**src/rtl/timer_core.sv**
```systemverilog
// 48-bit free-running/periodic timer with compare match, sticky match flag and
// level interrupt, exposed as a 6-register MMIO slot.
module timer_core (
    input  logic        clk,
    input  logic        reset,
    input  logic        cs,
    input  logic        read,
    input  logic        write,
    input  logic [4:0]  addr,
    input  logic [31:0] wr_data,
    output logic [31:0] rd_data,
    output logic        irq
);

    localparam logic [4:0] A_CNT_LO = 5'd0;
    localparam logic [4:0] A_CNT_HI = 5'd1;
    localparam logic [4:0] A_CTRL   = 5'd2;
    localparam logic [4:0] A_CMP_LO = 5'd3;
    localparam logic [4:0] A_CMP_HI = 5'd4;
    localparam logic [4:0] A_STATUS = 5'd5;

    logic [47:0] cnt_q, cnt_d;
    logic [47:0] cmp_q, cmp_d;
    logic [15:0] hi_shadow_q, hi_shadow_d;
    logic        go_q, go_d;
    logic        periodic_q, periodic_d;
    logic        irq_en_q, irq_en_d;
    logic        match_q, match_d;

    logic bus_wr, bus_rd, hit, clr;

    assign bus_wr = cs & write;
    assign bus_rd = cs & read;
    // Zero compare value disables matching altogether.
    assign hit    = go_q & (cmp_q != 48'd0) & (cnt_q == cmp_q);
    assign clr    = bus_wr & (addr == A_CTRL) & wr_data[1];

    always_comb begin
        cnt_d       = cnt_q;
        cmp_d       = cmp_q;
        hi_shadow_d = hi_shadow_q;
        go_d        = go_q;
        periodic_d  = periodic_q;
        irq_en_d    = irq_en_q;
        match_d     = match_q;

        if (go_q) begin
            if (hit && periodic_q) cnt_d = 48'd0;
            else                   cnt_d = cnt_q + 48'd1;
        end
        if (clr) cnt_d = 48'd0;

        // Latch the upper half on a low-half read so a following CNT_HI read is coherent.
        if (bus_rd && addr == A_CNT_LO) hi_shadow_d = cnt_q[47:32];

        if (bus_wr) begin
            case (addr)
                A_CTRL: begin
                    go_d       = wr_data[0];
                    periodic_d = wr_data[2];
                    irq_en_d   = wr_data[3];
                end
                A_CMP_LO: cmp_d[31:0]  = wr_data;
                A_CMP_HI: cmp_d[47:32] = wr_data[15:0];
                A_STATUS: if (wr_data[0]) match_d = 1'b0;
                default: ;
            endcase
        end
        // A fresh match outranks a same-cycle W1C.
        if (hit) match_d = 1'b1;
    end

    always_ff @(posedge clk) begin
        if (reset) begin
            cnt_q       <= '0;
            cmp_q       <= '0;
            hi_shadow_q <= '0;
            go_q        <= 1'b0;
            periodic_q  <= 1'b0;
            irq_en_q    <= 1'b0;
            match_q     <= 1'b0;
        end else begin
            cnt_q       <= cnt_d;
            cmp_q       <= cmp_d;
            hi_shadow_q <= hi_shadow_d;
            go_q        <= go_d;
            periodic_q  <= periodic_d;
            irq_en_q    <= irq_en_d;
            match_q     <= match_d;
        end
    end

    always_comb begin
        rd_data = 32'd0;
        case (addr)
            A_CNT_LO: rd_data = cnt_q[31:0];
            A_CNT_HI: rd_data = {16'd0, hi_shadow_q};
            A_CTRL:   rd_data = {28'd0, irq_en_q, periodic_q, 1'b0, go_q};
            A_CMP_LO: rd_data = cmp_q[31:0];
            A_CMP_HI: rd_data = {16'd0, cmp_q[47:32]};
            A_STATUS: rd_data = {31'd0, match_q};
            default:  rd_data = 32'd0;
        endcase
    end

    assign irq = match_q & irq_en_q;

endmodule

```
**config.mk**
```make
export PLATFORM = sky130hd
export DESIGN_NAME = timer_core
export DESIGN_NICKNAME = d
export VERILOG_FILES = /design/src/rtl/timer_core.sv
export SDC_FILE = /design/constraint.sdc
export NUM_CORES = 1
export LEC_CHECK = 0
export CAP_MARGIN = 20
export CORE_UTILIZATION = 29
export DETAILED_ROUTE_END_ITERATION = 7
export GPL_TIMING_DRIVEN = 0
export PLACE_DENSITY_LB_ADDON = 0.05
export SYNTH_ARGS = -nofsm -noshare
export SYNTH_HDL_FRONTEND = slang
export SYNTH_SLANG_ARGS = --single-unit
```
**constraint.sdc**
```tcl
create_clock -name clk -period 2.95 [get_ports clk]
set_input_delay 0.59 -clock clk [delete_from_list [all_inputs] [get_ports clk]]
set_output_delay 0.59 -clock clk [all_outputs]
set_load 0.02 [all_outputs]
```
==> impl_metrics.toml, run 1 <==
[status]
outcome = "complete, but fails checks"
violations = "negative setup slack"

[sta]
tns_ns = -0.0249
timing.slew.headroom_pct = 56.6
hold_viol_final = 0
finClkSkew_ns = 0.00833
worst_slack_ns = -0.0171
worstMarginPinSlew_ns = 0.648
setup_viol = 2
fin_crit_ns = 2.97
rsz0062_at_grt = "yes"
slew_viol_final = 0
fin_crit_sh_pct = 101
timing.fmax_ghz = 0.337

[power]
leakagePower_uw = 0.00264
ir_worst_vdd_mv = 0.401
p_total_uw = 3860
power_density_mw_per_mm2 = 515

[setup_path]
cpPeakStageDelay_ns = 0.54
cp_cell_sequence = "buf_2, or4b_1, buf_6, nor2_4, clkbuf_8, a22o_1, a221o_1, buf_4"
crit_start = "addr[2]"
crit-reg2reg-launch = "cnt_q[12]$_SDFFE_PP0P_"
crit_type = "in2out"
reg2reg_to = "cnt_q[10]$_SDFFE_PP0P_"
ff2ff_path_depth = 9
critical_path_peak_fanout = 9
r2r_slack_ns = 0.20
required_ns = 2.36
cp_slowest_cell = "or4b_1"
cp-endpoint = "rd_data[6]"
cp-end-kind = "output pin"
worst_setup_path_start_kind = "primary input"
worstPathArrival_ns = 2.38

[yosys]
async_reset_ff_share_pct = 0
syn-cell-area_mm2 = 0.00581
postSynthAreaPerCell_um2 = 8.15
synthCells = 713
synth_edf_count = 0
synthFlopType = "dfxtp_1"
ys_seq_area_share_pct = 40.0
yosys_register_bits = 116
synth_cell_type_count = 40
yosysWarnings = 0
syn_nets = 756

[routing]
detail_route.vias_per_cell = 5.12
dr.pass1.iters = 5
first_iter_violations = 352
via_count = 5563
drc = 0
wl_per_cell_um = 19.6
drt-total-wl_um = 21300
postRouteAntennaNets = 0

[clocking]
cts-root-buf = "clkbuf_16"
cts_tree = "done"
h-tree-depth = 4
ctsHoldBuffers = 0
cts_buffer_depth = 2
cts_made_buffers = 17
cts_sinks = 116
clock_latency_ns = 0.42
path_clk_slew_ns = 0.05

[die]
ios = 75
num_rows = 51
die_area_mm2 = 0.0206
fp.coreArea_mm2 = 0.0195
start_util_pct = 29.8
die_h_um = 144
die_w_um = 144

[place]
dp_hpwl_um = 16300
port_buffers = 71
finalWeightedCongestion = 0.867
dp_cells = 1050
placed_cell_area_mm2 = 0.00686

[grt]
grtUsageTotal_pct = 21.8
grt_max_degree = 17
grt_pass1_vias = 5404
grt_overflow = 0
antenna_found_initial = 0
grt_pass1_wl_um = 32300

[hold_path]
hp-class = "reg2reg"

[final_layout]
fin_nets = 852
area_growth_pct = 28.8
final_cell_mix = "nand2_1, dfxtp_1, xnor2_1"
drive_above_1_share_pct = 14.0
n_antenna_cell = 0
stdcell_count = 1086
final_common_cell = "nand2_1"
final_area_mm2 = 0.00749

[job]
drv_cap = 0
-- critical path: cells and delay by family --
family | cells | cell delay, ns
buffers and inverters | 4 | 0.68
AND/OR/NAND/NOR | 2 | 0.73
AO/OA/AOI/OAI | 2 | 0.38
-- cells by family (layout without fill, tap and decap cells) --
| logic type | after synthesis | in the layout | share of synthesized area, % |
|---|---|---|---|
| AO/OA/AOI/OAI | 117 | 117 | 13.4 |
| XOR/XNOR | 93 | 93 | 14.0 |
| adder cells (fa/ha/maj) | 1 | 1 | 0.215 |
| buffers and inverters | 57 | 165 | 4.65 |
| flip-flops | 116 | 116 | 40.0 |
| multiplexers | 9 | 9 | 1.55 |
| AND/OR/NAND/NOR | 320 | 320 | 26.2 |
-- stage by stage --
step	hold slack [ns]	utilization, %	setup WS, ns
after global placement	0.444	35.1	-1.13
after floorplan	0.436	-	0.177
after global routing	0.479	38.3	-0.0222
final	0.461	38.3	-0.0171
after CTS	0.460	38.2	0.00638
after detailed placement	0.453	35.1	-1.16
-- worst min-delay path by stage --
stage                     slack (ns)  cells past startpoint                         start                      endpoint
after floorplan                 0.44                      2   hi_shadow_q[0]$_SDFFE_PP0P_   hi_shadow_q[0]$_SDFFE_PP0P_
after global routing            0.48                      2  hi_shadow_q[12]$_SDFFE_PP0P_  hi_shadow_q[12]$_SDFFE_PP0P_
after detailed placement        0.45                      2  hi_shadow_q[10]$_SDFFE_PP0P_  hi_shadow_q[10]$_SDFFE_PP0P_
after CTS                       0.46                      2  hi_shadow_q[10]$_SDFFE_PP0P_  hi_shadow_q[10]$_SDFFE_PP0P_
final                           0.46                      2  hi_shadow_q[10]$_SDFFE_PP0P_  hi_shadow_q[10]$_SDFFE_PP0P_
after global placement          0.44                      2  hi_shadow_q[10]$_SDFFE_PP0P_  hi_shadow_q[10]$_SDFFE_PP0P_
-- per-layer routing --
metal / global-route usage (%) / routed length (µm)
met5: 0 / 0
met4: 7.50 / 414
met1: 29.7 / 9880
met3: 3.93 / 1120
met2: 34.4 / 9850
-- sequential cells by signal, indices dropped and copies added (netlist names) --
| signal | count |
|---|---|
| go_q | 1 |
| hi_shadow_q | 16 |
| cmp_q | 48 |
| irq_en_q | 1 |
| cnt_q | 48 |
| match_q | 1 |
| periodic_q | 1 |
-- layout make-up --
type | count | area, µm²
Tap cell | 265 | 332
Clock buffer | 22 | 474
Sequential cell | 116 | 2320
Timing Repair Buffer | 77 | 632
Clock inverter | 9 | 128
Multi-Input combinational cell | 540 | 3280
Fill cell | 2087 | 12000
Buffer | 50 | 295
Inverter | 7 | 26.3
-- cell usage after synthesis, types with 2 or more instances --
library cell	count	area share, %
nand3_1	15	1.3
nand4_2	2	0.43
nand4_1	28	3.0
dfxtp_1	116	40
nor3_4	2	0.56
o21ai_0	4	0.34
or2_2	2	0.22
xor2_1	25	3.8
and2_1	4	0.43
xnor2_1	68	10
buf_2	20	1.7
nor2b_1	5	0.54
nor2_1	64	4.1
clkbuf_1	24	1.6
mux2i_1	9	1.6
and3_1	5	0.54
buf_6	3	0.58
a221o_1	13	2.2
nor3_1	10	0.86
and4_1	7	1.1
a22o_1	29	4.4
inv_1	7	0.45
nor4_1	18	1.9
a21oi_1	66	5.7
nand2_1	149	9.6
o221ai_1	2	0.30
buf_4	2	0.26
or4_1	2	0.26
-- where the power goes --
part           total (µW)  switching (µW)  leakage (µW)  internal (µW)
combinational         163            90.5       0.00142           72.6
clock                2120             733      0.000288           1390
sequential           1570            4.21      0.000934           1570
total                3860             828       0.00264           3030
-- timing repair --
action / 4_1_cts / 5_1_grt
setup buffers: 3 / 1
gates cloned: 1 / 0
resized for setup: 162 / 7
pin swaps: 4 / 1
setup endpoints to repair: 32 / 14
(Power assumes the default switching activity.)
==> run 2, diff against run 1 <==
==> constraint.sdc (replaced) <==
create_clock -name clk -period 3.85 [get_ports clk]
set_input_delay 0.77 -clock clk [delete_from_list [all_inputs] [get_ports clk]]
set_output_delay 0.77 -clock clk [all_outputs]
set_load 0.02 [all_outputs]
==> impl_metrics.toml, run 2 (same netlist as run 1, synthesis figures left out) <==
[final_layout]
regArea_mm2 = 0.00232
multi_input_area_mm2 = 0.00325
n_fill_cell = 2083
top_regs = "cmp_q x48, cnt_q x48, hi_shadow_q x16"
fin_nets = 847
final_cell_mix = "nand2_1, dfxtp_1, xnor2_1"
final_common_cell = "nand2_1"
drive_above_1_share_pct = 9.93
n_antenna_cell = 0
area_growth_pct = 28.4
stdcell_count = 1081

[sta]
finClkSkew_ns = 0.00723
tns_ns = 0
timing.fmax_ghz = 0.261
slew_viol_final = 0
fin_crit_sh_pct = 99.6
setup_viol = 0
worstMarginPinSlew_ns = 0.645
rsz0062_at_grt = "yes"
timing.slew.headroom_pct = 56.8
fin_crit_ns = 3.83
hold_viol_final = 0
worst_slack_ns = 0.0173

[power]
power_frac_clock_pct = 55.0
pwr-share-comb_pct = 4.1
leakagePower_uw = 0.00259
internal_power_uw = 2320
netSwitchingFraction_pct = 21.5
p_sw_uw = 635
ir_worst_vdd_mv = 0.311
pwr-share-seq_pct = 40.9
power_density_mw_per_mm2 = 396

[setup_path]
worstPathArrival_ns = 3.06
crit_family = "buffers and inverters"
cp_cell_sequence = "clkdlybuf4s50_1, nor4_2, nor2b_4, buf_2, nand2_1, o221ai_1, clkdlybuf4s50_1"
crit_type = "in2out"
worst_setup_path_start_kind = "primary input"
required_ns = 3.08
crit_path_frequent_cell = "clkdlybuf4s50_1"
cpPeakStageDelay_ns = 0.64
ff2ff_path_depth = 9
cp-end-kind = "output pin"
cp_slowest_cell = "clkdlybuf4s50_1"
critical_path_peak_fanout = 10
r2r_slack_ns = 1.11
crit_buf_inv = 3
cp.depth = 7

[die]
fp.coreArea_mm2 = 0.0195
num_rows = 51
start_util_pct = 29.8
ios = 75
die_w_um = 144
die_h_um = 144
die_area_mm2 = 0.0206

[place]
finalWeightedCongestion = 0.867
dp_hpwl_um = 16300
dp_cells = 1050
port_buffers = 71
post-place-ws_ns = -0.616

[grt]
grt_pass1_vias = 5362
grtUsageMet2_pct = 34.2
busiest_layer = "met2"
grt_overflow = 0
grt_pass1_wl_um = 31900
grtUsageMet3_pct = 3.97
grt_max_degree = 17
antenna_found_initial = 0
grtUsageTotal_pct = 21.5
use_met1_pct = 29.1

[hold_path]
whs_path_depth = 2
hp-class = "reg2reg"

[job]
drv_cap = 0

[routing]
via_count = 5484
dr.pass1.iters = 5
wl_per_cell_um = 19.4
drt-total-wl_um = 21000
drc = 0
postRouteAntennaNets = 0
first_iter_violations = 343
detail_route.vias_per_cell = 5.07

[clocking]
path_clk_slew_ns = 0.05
cts-root-buf = "clkbuf_16"
cts_tree = "done"
clock_latency_ns = 0.42
ctsHoldBuffers = 0
cts_made_buffers = 17
cts_buffer_depth = 2
h-tree-depth = 4
cts_sinks = 116

[status]
outcome = "complete, no violations"
## run 2: changes by cell type in the layout (fill, tap and decap cells not counted), moves of 5 or more
cell             change
clkdlybuf4s50_1      +6
dlygate4sd2_1        +9
clkbuf_2             +6
buf_4                -6
buf_2               -22
buf_6                -5
clkdlybuf4s15_1     +11
## run 2: final timing paths
kind                                 from                            to
max                               addr[1]                    rd_data[2]
min          hi_shadow_q[10]$_SDFFE_PP0P_  hi_shadow_q[10]$_SDFFE_PP0P_
max reg2reg        cnt_q[12]$_SDFFE_PP0P_        cnt_q[10]$_SDFFE_PP0P_
min reg2reg  hi_shadow_q[10]$_SDFFE_PP0P_  hi_shadow_q[10]$_SDFFE_PP0P_
## run 2: layout make-up
cell class | instances | share of cell area (%)
clock inverters | 9 | 1.71
plain buffers | 50 | 3.52
clock buffers | 22 | 6.35
inverters | 7 | 0.352
multi-input cells | 540 | 43.5
well taps | 265 | 4.44
flip-flops and latches | 116 | 31.1
repair buffers | 72 | 9.00
## run 2: worst reg2reg max path, cell delays in order, from the launching register on
cell	delay (ns)
dfxtp_1	0.31
clkbuf_1	0.38
xnor2_1	0.17
nand4_1	0.14
nor4_1	0.42
nand4_1	0.21
o31ai_2	0.50
buf_6	0.25
buf_6	0.19
nor2_1	0.07
## run 2: timing repair
item / CTS / global route
setup buffers: 0 / 0
setup endpoints to repair: 31 / 22
gates resized for setup: 45 / 27
## run 2: through the flow
step	hold slack [ns]	instance area (µm²)	total power [µW]	utilization, %
2_1_floorplan	0.436	5810	1280	-
3_3_place_gp	0.444	6850	1350	35.1
3_5_place_dp	0.453	6860	1350	35.1
4_1_cts	0.460	7470	2990	38.3
5_1_grt	0.479	7460	3040	38.2
6_report	0.458	7460	2950	38.2
## run 2: power groups by stage
stage | logic [µW] | registers [µW] | clock network, µW
floorplan | 45.6 | 1230 | 0
global placement | 118 | 1230 | 0
detailed placement | 119 | 1230 | 0
CTS | 122 | 1210 | 1660
global route | 129 | 1210 | 1710
finish | 121 | 1210 | 1620
## run 2: layer usage
layer  share of wire (%)  wire length, µm
met1                  47             9820
met2                  46             9740
met3                 5.0             1050
met4                 2.0              414
met5                   0                0
==> run 3, diff against run 2 <==
--- a/config.mk
+++ b/config.mk
@@ -9,6 +9,7 @@
 export CORE_UTILIZATION = 29
 export DETAILED_ROUTE_END_ITERATION = 7
 export GPL_TIMING_DRIVEN = 0
+export MAX_ROUTING_LAYER = met4
 export PLACE_DENSITY_LB_ADDON = 0.05
 export SYNTH_ARGS = -nofsm -noshare
 export SYNTH_HDL_FRONTEND = slang
==> impl_metrics.toml, run 3 (same netlist as run 1, synthesis figures left out) <==
[sta]
finClkSkew_ns = 0.00885
timing.slew.headroom_pct = 55.3
setup_viol = 0
worstMarginPinSlew_ns = 0.667
tns_ns = 0
fin_crit_ns = 3.84
hold_viol_final = 0
slew_viol_final = 0
rsz0062_at_grt = "yes"
fin_crit_sh_pct = 99.9
timing.fmax_ghz = 0.260

[final_layout]
multi_input_area_mm2 = 0.00325
area_growth_pct = 28.4
final_common_cell = "nand2_1"
final_cell_mix = "nand2_1, dfxtp_1, xnor2_1"
fin_nets = 847
n_fill_cell = 2083
utilization_pct = 38.2
n_antenna_cell = 0
regArea_mm2 = 0.00232
top_regs = "cmp_q x48, cnt_q x48, hi_shadow_q x16"
drive_above_1_share_pct = 9.93

[clocking]
cts_made_buffers = 17
postCtsSetupBuffers = 0
clock_latency_ns = 0.42
cts_buffer_depth = 2
ctsHoldBuffers = 0
cts_tree = "done"
h-tree-depth = 4
cts-root-buf = "clkbuf_16"
path_clk_slew_ns = 0.05
cts_sinks = 116

[power]
pwr-share-comb_pct = 4.1
p_sw_uw = 633
ir_worst_vdd_mv = 0.311
power_frac_clock_pct = 55.0
internal_power_uw = 2320
power_density_mw_per_mm2 = 395
netSwitchingFraction_pct = 21.4
leakagePower_uw = 0.00259
pwr-share-seq_pct = 40.9
p_total_uw = 2950

[die]
die_h_um = 144
ios = 75
start_util_pct = 29.8
fp.coreArea_mm2 = 0.0195
num_rows = 51
die_w_um = 144
die_area_mm2 = 0.0206

[place]
dp_hpwl_um = 16300
port_buffers = 71
finalWeightedCongestion = 0.881

[setup_path]
cp_cell_sequence = "clkdlybuf4s50_1, nor4_2, nor2b_4, buf_2, nand2_1, o221ai_1, clkdlybuf4s50_1"
cpPeakStageDelay_ns = 0.64
worstPathArrival_ns = 3.07
worst_setup_path_start_kind = "primary input"
crit_type = "in2out"
r2r_slack_ns = 1.04
cp-end-kind = "output pin"
required_ns = 3.08
crit_path_frequent_cell = "clkdlybuf4s50_1"
critical_path_peak_fanout = 10
cp_slowest_cell = "clkdlybuf4s50_1"

[status]
outcome = "complete, no violations"

[routing]
drc = 0
dr.pass1.iters = 5
detail_route.vias_per_cell = 5.06
wl_per_cell_um = 19.4
postRouteAntennaNets = 0
via_count = 5471
first_iter_violations = 369
drt-total-wl_um = 21000

[job]
drv_cap = 0

[hold_path]
hp-class = "reg2reg"

[grt]
grtUsageTotal_pct = 22.2
grt_max_degree = 17
antenna_found_initial = 0
grt_pass1_vias = 5369
grt_overflow = 0
grt_pass1_wl_um = 31900
==> run 3: cell counts in the layout (fill, tap and decap cells not counted) <==
No cell type changed its count.
==> run 3: metrics by stage <==
stage	hold WS (ns)	cell area [µm²]	cells	setup slack [ns]
after floorplan	0.436	5810	713	0.717
after global placement	0.444	6850	1049	-0.590
after detailed placement	0.453	6860	1050	-0.616
after CTS	0.460	7470	1081	0.00798
after global routing	0.479	7460	1081	-0.0787
final	0.462	7460	1081	0.00511
==> run 3: layout make-up <==
cell class	instances	area share, %
plain buffers	50	3.52
multi-input cells	540	43.5
clock inverters	9	1.71
well taps	265	4.44
inverters	7	0.352
repair buffers	72	9.00
clock buffers	22	6.35
flip-flops and latches	116	31.1
==> run 3: final timing paths <==
| kind | from | to | cells after the start |
|---|---|---|---|
| worst min-delay path | hi_shadow_q[10]$_SDFFE_PP0P_ | hi_shadow_q[10]$_SDFFE_PP0P_ | 2 |
| worst min register to register | hi_shadow_q[10]$_SDFFE_PP0P_ | hi_shadow_q[10]$_SDFFE_PP0P_ | 2 |
| worst max-delay path | addr[1] | rd_data[2] | 7 |
| worst max register to register | cnt_q[12]$_SDFFE_PP0P_ | cnt_q[10]$_SDFFE_PP0P_ | 9 |
==> run 3: critical path: cells and delay by family <==
family                 cells  cell delay [ns]
AND/OR/NAND/NOR            3             0.83
buffers and inverters      3             1.39
AO/OA/AOI/OAI              1             0.08
==> run 3: power by group through the flow <==
stage / sequential (µW) / combinational [µW] / clock, µW
floorplan: 1230 / 45.6 / 0
finish: 1210 / 121 / 1620
global placement: 1230 / 118 / 0
CTS: 1210 / 122 / 1660
global route: 1210 / 129 / 1710
detailed placement: 1230 / 119 / 0
==> run 3: timing repair <==
item | 4_1_cts | 5_1_grt
endpoints found under the setup margin | 31 | 22
pin swaps | 0 | 0
gates resized for setup | 45 | 27
==> run 3: per-layer routing <==
metal / wire length, µm / vias up / global-route usage (%)
li1: - / 2642 / -
met5: 0 / - / -
met2: 9730 / 141 / 34.3
met3: 994 / 34 / 3.90
met1: 9870 / 2654 / 29.0
met4: 428 / 0 / 7.50
